**src/rtl/rf_wb_arbiter.sv**
```systemverilog
// Register-file writeback arbiter: two small FIFOs (ALU and load return) drained
// round-robin into the single regFile write port, with pending-write query and WAW flag.
module rf_wb_arbiter #(
   parameter int REGWIDTH = 16,
   parameter int SELW     = 3,
   parameter int DEPTH    = 2
) (
   input  logic                clk,
   input  logic                rst,
   input  logic                s0_valid,
   output logic                s0_ready,
   input  logic [SELW-1:0]     s0_sel,
   input  logic [REGWIDTH-1:0] s0_data,
   input  logic                s1_valid,
   output logic                s1_ready,
   input  logic [SELW-1:0]     s1_sel,
   input  logic [REGWIDTH-1:0] s1_data,
   output logic                wr_en,
   output logic [SELW-1:0]     wr_sel,
   output logic [REGWIDTH-1:0] wr_data,
   input  logic [SELW-1:0]     q_sel1,
   input  logic [SELW-1:0]     q_sel2,
   output logic                q_pend1,
   output logic                q_pend2,
   output logic                err
);

   localparam int PW = (DEPTH > 1) ? $clog2(DEPTH) : 1;
   localparam int CW = $clog2(DEPTH) + 1;
   localparam logic [CW-1:0] FULL = CW'(DEPTH);

   logic [SELW-1:0]     sel_q  [2][DEPTH];
   logic [REGWIDTH-1:0] data_q [2][DEPTH];
   logic [PW-1:0]       wp_q   [2];
   logic [PW-1:0]       rp_q   [2];
   logic [CW-1:0]       cnt_q  [2];
   logic                rr_last_q;
   logic                err_q;
   logic                err_d;

   logic                in_valid [2];
   logic [SELW-1:0]     in_sel   [2];
   logic [REGWIDTH-1:0] in_data  [2];
   logic                ready    [2];
   logic                push     [2];
   logic                pop      [2];
   logic                nonempty [2];
   logic                hit      [2];
   logic [DEPTH-1:0]    ent_v    [2];

   assign in_valid[0] = s0_valid;
   assign in_valid[1] = s1_valid;
   assign in_sel[0]   = s0_sel;
   assign in_sel[1]   = s1_sel;
   assign in_data[0]  = s0_data;
   assign in_data[1]  = s1_data;

   // Occupancy, acceptance and which slots hold live entries (offset from head < count).
   always_comb begin
      for (int i = 0; i < 2; i++) begin
         nonempty[i] = (cnt_q[i] != '0);
         ready[i]    = ~rst & (cnt_q[i] != FULL);
         push[i]     = in_valid[i] & ready[i];
         for (int j = 0; j < DEPTH; j++) begin
            ent_v[i][j] = ({1'b0, PW'(j) - rp_q[i]} < cnt_q[i]);
         end
      end
   end

   assign s0_ready = ready[0];
   assign s1_ready = ready[1];

   // Grant purely from state; round-robin only matters when both FIFOs hold entries.
   always_comb begin
      pop[0] = ~rst & nonempty[0] & (~nonempty[1] | rr_last_q);
      pop[1] = ~rst & nonempty[1] & (~nonempty[0] | ~rr_last_q);
   end

   // NOTE: every combinational output gets a default first so no path can infer a latch.
   always_comb begin
      wr_en   = 1'b0;
      wr_sel  = '0;
      wr_data = '0;
      if (pop[1]) begin
         wr_en   = 1'b1;
         wr_sel  = sel_q[1][rp_q[1]];
         wr_data = data_q[1][rp_q[1]];
      end else if (pop[0]) begin
         wr_en   = 1'b1;
         wr_sel  = sel_q[0][rp_q[0]];
         wr_data = data_q[0][rp_q[0]];
      end
   end

   // Pending query and cross-source match over every live entry, head included.
   always_comb begin
      q_pend1 = 1'b0;
      q_pend2 = 1'b0;
      hit[0]  = 1'b0;
      hit[1]  = 1'b0;
      for (int i = 0; i < 2; i++) begin
         for (int j = 0; j < DEPTH; j++) begin
            if (ent_v[i][j]) begin
               q_pend1 = q_pend1 | (sel_q[i][j] == q_sel1);
               q_pend2 = q_pend2 | (sel_q[i][j] == q_sel2);
               hit[1-i] = hit[1-i] | (sel_q[i][j] == in_sel[1-i]);
            end
         end
      end
      q_pend1 = q_pend1 & ~rst;
      q_pend2 = q_pend2 & ~rst;
   end

   always_comb begin
      err_d = (push[0] & hit[0]) | (push[1] & hit[1]) |
              (push[0] & push[1] & (in_sel[0] == in_sel[1]));
   end

   assign err = err_q;

   // NOTE: sequential state uses non-blocking assignments so all registers see pre-edge values.
   always_ff @(posedge clk) begin
      if (rst) begin
         for (int i = 0; i < 2; i++) begin
            wp_q[i]  <= '0;
            rp_q[i]  <= '0;
            cnt_q[i] <= '0;
         end
         rr_last_q <= 1'b1;
         err_q     <= 1'b0;
      end else begin
         for (int i = 0; i < 2; i++) begin
            if (push[i]) wp_q[i] <= wp_q[i] + 1'b1;
            if (pop[i])  rp_q[i] <= rp_q[i] + 1'b1;
            cnt_q[i] <= cnt_q[i] + CW'(push[i]) - CW'(pop[i]);
         end
         if (pop[0] | pop[1]) rr_last_q <= pop[1];
         err_q <= err_d;
      end
   end

   // NOTE: storage is not reset; the pointers and counts alone define which slots are live.
   always_ff @(posedge clk) begin
      for (int i = 0; i < 2; i++) begin
         if (push[i]) begin
            sel_q[i][wp_q[i]]  <= in_sel[i];
            data_q[i][wp_q[i]] <= in_data[i];
         end
      end
   end

endmodule

```
**config.mk**
```make
export PLATFORM = sky130hd
export DESIGN_NAME = rf_wb_arbiter
export DESIGN_NICKNAME = d
export VERILOG_FILES = /design/src/rtl/rf_wb_arbiter.sv
export SDC_FILE = /design/constraint.sdc
export NUM_CORES = 1
export LEC_CHECK = 0
export CORE_ASPECT_RATIO = 0.6
export CORE_MARGIN = 4
export CORE_UTILIZATION = 45
export DETAILED_ROUTE_END_ITERATION = 16
export PLACE_DENSITY = 0.71
export SLEW_MARGIN = 20
export SYNTH_ARGS = -nofsm -noshare
export SYNTH_HDL_FRONTEND = slang
export SYNTH_SLANG_ARGS = --single-unit
```
**constraint.sdc**
```tcl
create_clock -name clk -period 2.2 [get_ports clk]
set_input_delay 0.33 -clock clk [delete_from_list [all_inputs] [get_ports clk]]
set_output_delay 0.33 -clock clk [all_outputs]
set_load 0.1 [all_outputs]
```
==> summary.md, run 1 <==
The class of the tightest hold or removal check is flop to flop. The initial standard-cell utilization of the core was 0.467; the least setup slack across all paths after layout was 0.0303 ns. The clock slew at the register clock pins of the worst setup and hold paths came out at 0.06 ns.

The timing-limited maximum frequency is 461 MHz, and the slack of the worst reg-to-reg path is 0.34 ns. The share of layout cells above drive strength 1 was 0.291. The final layout contains 416 nets. The total instance count after detailed placement is 460.

For this design, the sink count on the clock tree is 86. The via count of the first global-routing pass came out at 2590. In this run, distinct cell masters in the synthesized netlist total 37. In the final routed layout, each cell accounts on average for 19.3 um. For this run, design rule violations remaining after detail routing come to 0.

The number of cells on the worst reg-to-reg path is 10. Proportion of total power due to net switching: 0.402. The antenna violation net count after detailed routing is 0. After routing, the total negative slack on setup checks comes to 0 ns. Period utilization: 0.986.

The part of the Yosys area used for sequential elements is 0.626. Sorting the synthesized cells by area gives the leading types as sky130_fd_sc_hd__edfxtp_1, sky130_fd_sc_hd__mux2i_1, sky130_fd_sc_hd__o22ai_2, sky130_fd_sc_hd__xor2_1, sky130_fd_sc_hd__xnor2_1. In this run, synthesis produced a sequential element count of 86.

The detailed-routing iteration count for the pre-antenna-repair pass is 4, and the number of antenna diodes is 0. The overall die area is 10600 sq um. At the pin with the least slew margin, the transition time is 0.362 ns.

Dividing the synthesized area by the synthesized cell count gives 15.1 sq um. Sequential share of power: 0.310. The clock tree synthesis step divided the H-tree into 3 levels. The die extent in x was 130 um. Clock latency on the worst-skew pair: 0.33 ns. The cell at the root of the clock tree was sky130_fd_sc_hd__clkbuf_16.

In this run the worst setup path terminates at q_pend1. The routed design has 9240 um of wire. The internal portion of the total power is 4000 uW. The portion of synthesized cell area occupied by the leading cell type is 0.597. The sort of element at the start of the critical path was an input port. The worst flop-to-flop path endpoint was cnt_q[0][1]. The first routing iteration left 209 violations. Summed over all instances, the cell type with the most area after synthesis is sky130_fd_sc_hd__edfxtp_1. The count of buffers added on input and output ports is 72.

The finished cells cover 5730 sq um. The async set-or-reset flop fraction in the synthesized netlist was 0; the standard cell core area was 8620 sq um. At the end of routability-driven placement, the weighted congestion stood at 0.890.

The core utilization of the finished layout is 0.665, and the clock skew after layout is 0.00583 ns. The data required time at the worst endpoint was 1.87 ns; the detailed-placement wirelength estimate was 6890 um. The worst setup path is captured at an output pin. Summed over all nets, the switching power comes to 2690 uW. Entering global routing, the biggest net connects 21 pins. The tools report the count of filler cells inserted in the layout as 627. For this run, the number of Yosys warnings is 0. TritonCTS built the clock tree.

Via-per-instance ratio: 5.17. For the headroom to the max-slew limit, the log shows 0.759. The combinational cell fraction of total power is 0.496, and the part of the total power dissipated in the clock network is 0.195. The number of nets in the synthesized netlist is 318. The worst slack after detailed placement is -0.0244 ns. The first global-routing pass estimated 14600 um of wire. Power spread over the standard cell area amounts to 1170 nW/um^2. The floorplan has 26 rows. Setup violations remaining at the end of the flow were counted as 0. The area added between synthesis and finish is 42.4%, and the number of buffers added by the clock tree synthesis step is 9.

Clock period minus final worst setup slack: 2.17 ns. VDD sags by at most 0.000778 V. Launching point of the worst reg2reg path: cnt_q[0][3]. Startpoint of the most critical setup path: q_sel1[1]. The run gives 0.191 as the total global-route track usage. The number of I/O pins is 73. The vertical die dimension is 81.3 um, and the final cell count without fillers is 480. The count of pins over their slew limit is 0, and the static power due to leakage is 0.00207 uW. The run finished with clean final reports. The most used flip-flop cell after synthesis is sky130_fd_sc_hd__edfxtp_1. For this run the aggregate overflow at the end of global routing stands at 0.

For the maximum count of clock buffers along a single path, the log shows 2. The tool flagged a number of max-cap violations equal to 0. The worst endpoint data arrival time was 1.84 ns; the vias after detailed routing was 2481. The area after detailed placement was 5410 sq um; the number of flops mapped to enable cells by yosys was 80. The peak fanout along the critical path works out to 3. In the synthesized netlist, the number of instances is 266.

The critical path is of the input port to output pin type. For the hold violation count in the final report, the log shows 0. Setup repair after global routing could not meet its margin everywhere. Summing every instance area after synthesis gives 4030 sq um.

The number of antenna violations at the first check in global routing was 0.
## critical path: stages
cell	delay (ns)
sky130_fd_sc_hd__clkdlybuf4s50_1	0.47
sky130_fd_sc_hd__xor2_1	0.20
sky130_fd_sc_hd__nor4_1	0.33
sky130_fd_sc_hd__a31oi_1	0.13
sky130_fd_sc_hd__a31oi_4	0.19
sky130_fd_sc_hd__buf_12	0.19
## cells in the final DEF, fill, tap and decap left out, types with 4 or more instances in the layout
cell type / n
sky130_fd_sc_hd__a21oi_1: 4
sky130_fd_sc_hd__buf_12: 29
sky130_fd_sc_hd__buf_4: 25
sky130_fd_sc_hd__clkbuf_1: 4
sky130_fd_sc_hd__clkbuf_16: 9
sky130_fd_sc_hd__clkdlybuf4s50_1: 47
sky130_fd_sc_hd__dfxtp_1: 5
sky130_fd_sc_hd__edfxtp_1: 80
sky130_fd_sc_hd__ha_1: 4
sky130_fd_sc_hd__inv_1: 6
sky130_fd_sc_hd__inv_2: 4
sky130_fd_sc_hd__mux2i_1: 38
sky130_fd_sc_hd__nand2_1: 7
sky130_fd_sc_hd__nand4_1: 4
sky130_fd_sc_hd__nor2_1: 5
sky130_fd_sc_hd__o22ai_2: 7
sky130_fd_sc_hd__o22ai_4: 12
sky130_fd_sc_hd__xnor2_1: 21
sky130_fd_sc_hd__xor2_1: 22
## per-stage QoR
step                total power, uW  hold WS, ns
global route                   6960        0.578
floorplan                      4250        0.429
detailed placement             5360        0.561
global placement               5330        0.545
finish                         6690        0.575
CTS                            6700        0.565
## cell families after synthesis
group / after synthesis / synth area share
DFF: 86 / 0.626
AOI/OAI and AO/OA: 39 / 0.0929
muxes: 38 / 0.0945
xor gates and xnor gates: 43 / 0.0935
and+or+nand+nor: 32 / 0.0463
buffers and inverters: 24 / 0.0339
adders and majority gates: 4 / 0.0124
## area by class of cell
type	instances	area, sq um	share of cell area
inverters	10	37.5	0.00655
well taps	112	140	0.0244
flip-flops and latches	86	2520	0.440
multi-input cells	156	1540	0.269
clock inverters	2	10.0	0.00175
clock buffers	13	240	0.0419
repair buffers	101	1240	0.216
## Yosys cell counts, types with 5 or more instances
cell type	count
sky130_fd_sc_hd__nand2_1	7
sky130_fd_sc_hd__a21oi_1	6
sky130_fd_sc_hd__nor2_1	7
sky130_fd_sc_hd__o22ai_2	17
sky130_fd_sc_hd__xnor2_1	21
sky130_fd_sc_hd__edfxtp_1	80
sky130_fd_sc_hd__mux2i_1	38
sky130_fd_sc_hd__a31oi_1	5
sky130_fd_sc_hd__buf_6	5
sky130_fd_sc_hd__inv_1	6
sky130_fd_sc_hd__dfxtp_1	6
sky130_fd_sc_hd__xor2_1	22
## registers in the layout (all words and copies together) (netlist names)
register / flops
rp_q: 2
wp_q: 2
rr_last_q: 1
sel_q: 12
data_q: 64
err: 1
cnt_q: 4
## per-layer routing
metal | track usage | vias to the layer above | share of wire
met5 | 0 | - | 0
met4 | 0.0498 | 0 | 0.0070
met3 | 0.0519 | 6 | 0.081
met2 | 0.265 | 98 | 0.42
met1 | 0.293 | 1183 | 0.49
li1 | - | 1194 | -
## how the worst min path moves through the flow
| stage | startpoint | to | cells past startpoint |
|---|---|---|---|
| 3_3_place_gp | rr_last_q | rr_last_q | 1 |
| 6_report | rr_last_q | rr_last_q | 1 |
| 5_1_grt | s1_data[4] | data_q[0][52] | 1 |
| 3_5_place_dp | rr_last_q | rr_last_q | 1 |
| 2_1_floorplan | s0_data[0] | data_q[0][0] | 0 |
| 4_1_cts | s0_data[5] | data_q[0][21] | 1 |
## power groups by stage
stage	sequential [uW]	combinational [uW]	clock (uW)
detailed placement	2100	3260	0
floorplan	2080	2170	0
global placement	2090	3240	0
finish	2070	3320	1300
CTS	2070	3300	1340
global route	2090	3470	1410
## what timing repair did
action,4_1_cts,5_1_grt
hold endpoints to repair,0,0
pin swaps,2,0
cloned,0,0
buffers inserted,4,1
hold buffers,0,0
resized for setup,2,5
setup endpoints to repair,4,20
(Power assumes the default switching activity.)
==> run 2, diff against run 1 <==
--- a/config.mk
+++ b/config.mk
@@ -14,3 +14,4 @@
 export SYNTH_ARGS = -nofsm -noshare
 export SYNTH_HDL_FRONTEND = slang
 export SYNTH_SLANG_ARGS = --single-unit
+export TNS_END_PERCENT = 5
==> run 2 against run 1 <==
Compared with the run above:
- utilization down 0.61 points
- highest routed layer unchanged
- final area down 0.92%
- hold slack better by 0.013 ns
- sequential share of layout area up 0.43 points
==> summary.md, run 2 (synthesis results as in run 1) <==
The total congestion overflow after global routing was 0 (unchanged); the vertical die dimension was 81.3 um (unchanged). Flip-flop count of the largest register after layout: 64 (unchanged). The logs give 0.467 (unchanged) for the initial standard-cell utilization of the core and 0.000316 ns (+0.0247 ns) for the worst slack after detailed placement. TritonCTS built the clock tree.

The run gives 0.780 (+0.0216) as the headroom to the max-slew limit. The run gives 5680 sq um (-0.92%) as the area of all placed cells without fillers. Grouping stages by cell kind, the critical path spends the most delay in buffers and inverters. The run gives 0 ns (unchanged) as the setup TNS after final layout. The number of clock sinks seen by CTS came out at 86 (unchanged).

The logs give 8620 sq um (unchanged) for the standard cell core area and 14700 um (+0.90%) for the first-pass GRT wire length. The antenna violation net count after detailed routing came out at 0 (unchanged). The routed wirelength normalized by instance count works out to 19.7 um (+2.1%). The clock latency on the worst-skew pair was 0.32 ns (about the same); the detailed-route DRC error count was 0 (unchanged). Total detailed-routing wirelength: 9430 um (+2.1%). The timing-limited maximum frequency was 466 MHz (+1.1%). The class of the tightest hold or removal check was input port to flop. The slack of the worst reg-to-reg path is 0.37 ns (+0.03 ns), and the vias after detailed routing is 2535 (+2.2%). The count of filler cells inserted in the layout was 618 (-1.4%).

The most frequent cell on the critical path is sky130_fd_sc_hd__buf_12. The final-stage net count came out at 415 (-0.24%). The run gives 10600 sq um (unchanged) as the overall die area. Share of layout cells above drive strength 1: 0.293 (+0.00272).

Via count of the first global-routing pass: 2569 (-0.81%). Least setup slack across all paths after layout: 0.0548 ns (+0.0245 ns). The violation count after the first detailed-routing iteration was 218 (+4.3%).

The via-per-instance ratio works out to 5.28 (+2.2%). The library cell used most frequently in the layout, excluding fill and tap cells, is sky130_fd_sc_hd__edfxtp_1. The worst setup path is of the input port to output pin kind. From synthesis to final layout, the design area changed by 41.1%.

Hold violation count in the final report: 0 (unchanged). For the total global-route track usage, the log shows 0.191 (-0.000536). The number of buffer and inverter stages on the critical path was 5 (+3); the count of H-tree levels built during CTS was 3 (unchanged). The run gives 0.981 (+10%) as the routability congestion estimate. Cell at the root of the clock tree: sky130_fd_sc_hd__clkbuf_16. The number of rows created at floorplan was 26 (unchanged). The run gives 0 (unchanged) as the number of antenna violations at the first check in global routing. The run gives 0.000617 V (-21%) as the largest voltage drop on the vdd net.

The clock period minus final worst setup slack is 2.15 ns (-0.0245 ns). Setup repair after global routing could not meet its margin everywhere. The number of buffers added on ports came out at 72 (unchanged). Static power due to leakage: 0.00209 uW (+1.0%).

The pin count of the biggest net entering global routing is 24 (+14%), and the data required time at the worst endpoint is 1.87 ns (about the same). The logs give 0 (unchanged) for the count of pins over their slew limit and 9 (unchanged) for the number of buffers added by the clock tree synthesis step. The signal on the critical path passes through clkdlybuf4s50_1, inv_2, o21ai_2, nand2b_4, buf_12, o22ai_2, buf_4, buf_12. The actual transition at the worst max-transition pin is 0.328 ns (-0.0339 ns). The tools report the count of endpoints failing setup in the final report as 0 (unchanged). The top cell types in the final layout, fill and taps aside, are sky130_fd_sc_hd__edfxtp_1, sky130_fd_sc_hd__clkdlybuf4s50_1, sky130_fd_sc_hd__mux2i_1.

The number of antenna diodes was 0 (unchanged). The detailed-routing iteration count for the pre-antenna-repair pass was 4 (unchanged). The die extent in x is 130 um (unchanged), and the peak fanout along the critical path is 23 (+20).

The area after detailed placement was 5300 sq um (-2.1%); the power per cell area was 1200 nW/um^2 (+2.8%). For the number of I/O pins, the log shows 73 (unchanged). The period utilization is 0.975 (-0.0112), and the clock slew at the register clock pins of the worst setup and hold paths is 0.06 ns (about the same). The delay contributed by the slowest stage of the critical path works out to 0.57 ns (+0.10 ns).

The run gives 0 (unchanged) as the number of max-cap violations. The run gives 6570 um (-4.7%) as the detailed-placement wirelength estimate. The maximum count of clock buffers along a single path is 2 (unchanged).

The worst endpoint data arrival time was 1.82 ns (-0.02 ns). STA classifies the critical path endpoint as an output pin. Among all stages on the critical path, the largest delay is contributed by sky130_fd_sc_hd__clkdlybuf4s50_1. The flow ran to the end, and the final reports show no timing, DRC or antenna violations. The clock skew after layout was 0.00532 ns (-0.000505 ns).

STA classifies the critical path startpoint as an input port.
run 2: through the flow:
step | std cells | hold WS, ns | total power [uW] | util
5_1_grt | 480 | 0.572 | 7080 | 0.659
4_1_cts | 477 | 0.573 | 6820 | 0.653
6_report | 480 | 0.589 | 6820 | 0.659
2_1_floorplan | 266 | 0.429 | 4110 | -
3_3_place_gp | 458 | 0.588 | 5180 | 0.614
3_5_place_dp | 458 | 0.572 | 5210 | 0.614
run 2: cell type report:
| class | instances | area, sq um | share of cell area |
|---|---|---|---|
| well taps | 112 | 140 | 0.0247 |
| flip-flops and latches | 86 | 2520 | 0.444 |
| repair buffers | 100 | 1230 | 0.217 |
| inverters | 10 | 37.5 | 0.00661 |
| clock inverters | 5 | 73.8 | 0.0130 |
| clock buffers | 11 | 233 | 0.0410 |
| multi-input cells | 156 | 1440 | 0.253 |
run 2: final timing paths:
path / endpoint / depth (start not counted) / startpoint
max: wr_sel[2] / 8 / rst
min: data_q[0][15] / 1 / s0_data[15]
max reg2reg: cnt_q[0][3] / 10 / cnt_q[0][1]
min reg2reg: rr_last_q / 1 / rr_last_q
run 2: power breakdown:
group | switching (uW) | leakage, uW | total (uW) | internal [uW]
Clock | 573 | 0.000151 | 1560 | 987
Combinational | 1970 | 0.00115 | 3190 | 1220
Sequential | 107 | 0.000788 | 2070 | 1970
run 2: routing by layer:
layer  vias up  wire (um)  GRT usage
li1       1190          -          -
met1      1254       4660      0.283
met2        85       3990      0.264
met3         6        726     0.0664
met4         0         53     0.0498
met5         -          0          0
run 2: repair_timing:
action,4_1_cts,5_1_grt
gates cloned,0,0
pin swaps,0,4
hold buffers,0,0
endpoints found under the setup margin,5,5
buffers inserted,3,3
gates resized for setup,1,7
==> run 3, diff against run 2 <==
--- a/config.mk
+++ b/config.mk
@@ -9,7 +9,7 @@
 export CORE_MARGIN = 4
 export CORE_UTILIZATION = 45
 export DETAILED_ROUTE_END_ITERATION = 16
-export PLACE_DENSITY = 0.71
+export PLACE_DENSITY = 0.7
 export SLEW_MARGIN = 20
 export SYNTH_ARGS = -nofsm -noshare
 export SYNTH_HDL_FRONTEND = slang
==> run 3 against run 2 <==
Compared with the run above:
- hold slack got worse by 0.013 ns
- worst setup slack lost 0.046 ns
- utilization rose by 0.33 points
- via count barely moved
- final area increased by 0.51%
- routed wire length down 1.4%
- final cell count unchanged
- die area is the same
- flip-flop and latch count unchanged
- sequential share of layout area shrank 0.20 points
- first-iteration DRC count shrank 17%
- largest power group unchanged
- highest routed layer unchanged
==> summary.md, run 3 (synthesis results as in run 1) <==
The run finished with clean final reports. The number of antenna diodes is 0 (unchanged), and the worst endpoint data arrival time is 1.86 ns (+0.04 ns). The count of endpoints failing setup in the final report is 0 (unchanged), and the share of layout cells above drive strength 1 is 0.299 (+0.00543). Following the worst setup path forward leads to its endpoint at q_pend2. The actual transition at the worst max-transition pin is 0.324 ns (-0.00337 ns), and the cell count along the critical path is 6 (-2). The via count of the first global-routing pass was 2644 (+2.9%); the clock period minus final worst setup slack was 2.19 ns (+0.0458 ns).

The vertical die dimension is 81.3 um (unchanged), and the part of the total power dissipated in the clock network is 0.214 (-0.015). The startpoint identified for the worst register-to-register timing path is cnt_q[0][1]. The number of buffers added on ports came out at 72 (unchanged). The sequential share of power was 0.306 (+0.002). Delay contributed by the slowest stage of the critical path: 0.46 ns (-0.11 ns). The period utilization was 0.996 (+0.0208); the routed wirelength normalized by instance count was 19.4 um (-1.4%). Standard cell with the maximum stage delay on the critical path: sky130_fd_sc_hd__edfxtp_1.

The run gives 5 (+1) as the detailed-routing iteration count for the pre-antenna-repair pass. From synthesis to final layout, the design area changed by 41.8%. The area after detailed placement was 5300 sq um (+0.14%). Proportion of total power due to net switching: 0.398 (+0.00944). The run gives 8620 sq um (unchanged) as the standard cell core area. The initial standard-cell utilization of the core came out at 0.467 (unchanged).

The flip-flop count of the largest register after layout is 64 (unchanged). The detailed-route DRC error count came out at 0 (unchanged). The tools report the detailed-placement wirelength estimate as 6880 um (+4.7%). The via-per-instance ratio works out to 5.28 (about the same).

The tools report the cell at the root of the clock tree as sky130_fd_sc_hd__clkbuf_16. The area of all placed cells without fillers is 5710 sq um (+0.51%), and the total global-route track usage is 0.187 (-0.00326). The power spent charging and discharging nets is 2700 uW (+2.1%). The power per cell area is 1190 nW/um^2 (-0.81%). The total detailed-routing wirelength came out at 9310 um (-1.4%). Clock slew at the register clock pins of the worst setup and hold paths: 0.06 ns (about the same).

Setup repair after global routing could not meet its margin everywhere. The logic depth of the worst register-to-register path came out at 10 (unchanged). For the data required time at the worst endpoint, the log shows 1.87 ns (about the same). In this design, the largest share of critical-path delay is due to flip-flops.

The number of buffer and inverter stages on the critical path is 2 (-3), and the combinational cell fraction of total power is 0.479 (+0.012). The worst flop-to-flop path endpoint is cnt_q[0][3]. The run gives 0.662 (+0.00334) as the core utilization of the finished layout. For the final-stage net count, the log shows 415 (unchanged). The pin count of the biggest net entering global routing was 20 (-17%); the slack of the worst reg-to-reg path was 0.33 ns (-0.04 ns). Vias after detailed routing: 2533 (-0.079%).

The tools report the number of rows created at floorplan as 26 (unchanged). Violation count after the first detailed-routing iteration: 181 (-17%). For the timing-limited maximum frequency, the log shows 456 MHz (-2.1%).

The clock skew after layout came out at 0.00599 ns (+0.000669 ns). The clock latency on the worst-skew pair was 0.33 ns (about the same); the die extent in x was 130 um (unchanged). First-pass GRT wire length: 14300 um (-3.0%).

The headroom to the max-slew limit was 0.777 (-0.00292). STA classifies the critical path startpoint as a flop. The routability congestion estimate was 0.956 (-2.6%). TritonCTS built the clock tree.

The number of antenna violations at the first check in global routing came out at 0 (unchanged). Internal power: 4090 uW (-1.9%). The most common library cell in the layout ignoring fill and taps is sky130_fd_sc_hd__edfxtp_1. The logs give 0.00209 uW (about the same) for the static power due to leakage and 86 (unchanged) for the number of clock sinks seen by CTS.

Traced cell by cell, the critical path runs through buf_4, nand2b_4, nand2_1, nand4_1, a31oi_2, buf_12. The worst setup path is of the flop to output pin kind. The top cell types in the final layout, fill and taps aside, are sky130_fd_sc_hd__edfxtp_1, sky130_fd_sc_hd__clkdlybuf4s50_1, sky130_fd_sc_hd__mux2i_1. The logs give 0 (unchanged) for the total congestion overflow after global routing and 0 (unchanged) for the number of max-cap violations.

The peak fanout along the critical path is 4 (-83%), and the largest voltage drop on the vdd net is 0.000904 V (+46%). The critical path capture point type is an output pin. The count of pins over their slew limit is 0 (unchanged). The critical path starts at rp_q[0][0]. The total power consumption of the routed design was 6800 uW (-0.31%); the maximum count of clock buffers along a single path was 2 (unchanged). The number of buffers added by the clock tree synthesis step came out at 9 (unchanged). The hold violation count in the final report was 0 (unchanged); the worst hold slack was 0.576 ns (-0.0127 ns). The logs give 10600 sq um (unchanged) for the overall die area and 0 (unchanged) for the antenna violation net count after detailed routing. Class of the tightest hold or removal check: flop to flop.

The number of I/O pins came out at 73 (unchanged). The count of H-tree levels built during CTS is 3 (unchanged).
run 3: cell type report:
cell class | count | area (sq um)
fill | 608 | 2910
sequential | 86 | 2530
multi-input combinational | 156 | 1480
timing repair buffer | 100 | 1230
clock buffer | 9 | 225
tap | 112 | 140
clock inverter | 7 | 65.1
inverter | 10 | 37.5
run 3: power by group through the flow:
stage	registers [uW]	logic (uW)	clock network, uW
after floorplan	2080	2040	0
after global placement	2100	3090	0
after detailed placement	2110	3120	0
after CTS	2070	3180	1480
after global routing	2100	3400	1560
final	2080	3260	1460
run 3: worst register-to-register path: stages (launching register included):
cell	delay (ns)
sky130_fd_sc_hd__dfxtp_2	0.35
sky130_fd_sc_hd__inv_2	0.11
sky130_fd_sc_hd__nand2_4	0.07
sky130_fd_sc_hd__a211o_4	0.37
sky130_fd_sc_hd__inv_1	0.07
sky130_fd_sc_hd__ha_1	0.22
sky130_fd_sc_hd__inv_1	0.05
sky130_fd_sc_hd__ha_1	0.15
sky130_fd_sc_hd__xor2_1	0.18
sky130_fd_sc_hd__xnor2_1	0.14
sky130_fd_sc_hd__nor2_1	0.05
run 3: timing repair:
item / in CTS / in global routing
setup endpoints to repair: 7 / 21
pin swaps: 3 / 2
resized for setup: 5 / 10
setup buffers: 0 / 5
endpoints found under the hold margin: 0 / 0
hold buffers: 0 / 0
run 3: worst min path at each step:
stage                 from            end  slack (ns)  cells past startpoint
6_report         rr_last_q      rr_last_q        0.58                      1
5_1_grt        s1_data[12]  data_q[0][44]        0.56                      1
4_1_cts        s1_data[13]  data_q[0][45]        0.56                      1
3_5_place_dp     rr_last_q      rr_last_q        0.56                      1
3_3_place_gp     rr_last_q      rr_last_q        0.54                      1
2_1_floorplan   s0_data[0]   data_q[0][0]        0.43                      0
run 3: routing by layer:
layer  track usage  wire, um
met2         0.262      3920
met5             0         0
met3        0.0762       865
met4        0.0332        46
met1         0.276      4470
run 3: through the flow:
step           setup slack (ns)  cells  TNS (ns)
3_3_place_gp             0.0537    459         0
3_5_place_dp            0.00553    459         0
4_1_cts                -0.00343    475  -0.00343
6_report                0.00901    480         0
5_1_grt                 -0.0207    480   -0.0455
2_1_floorplan            -0.502    266     -8.42
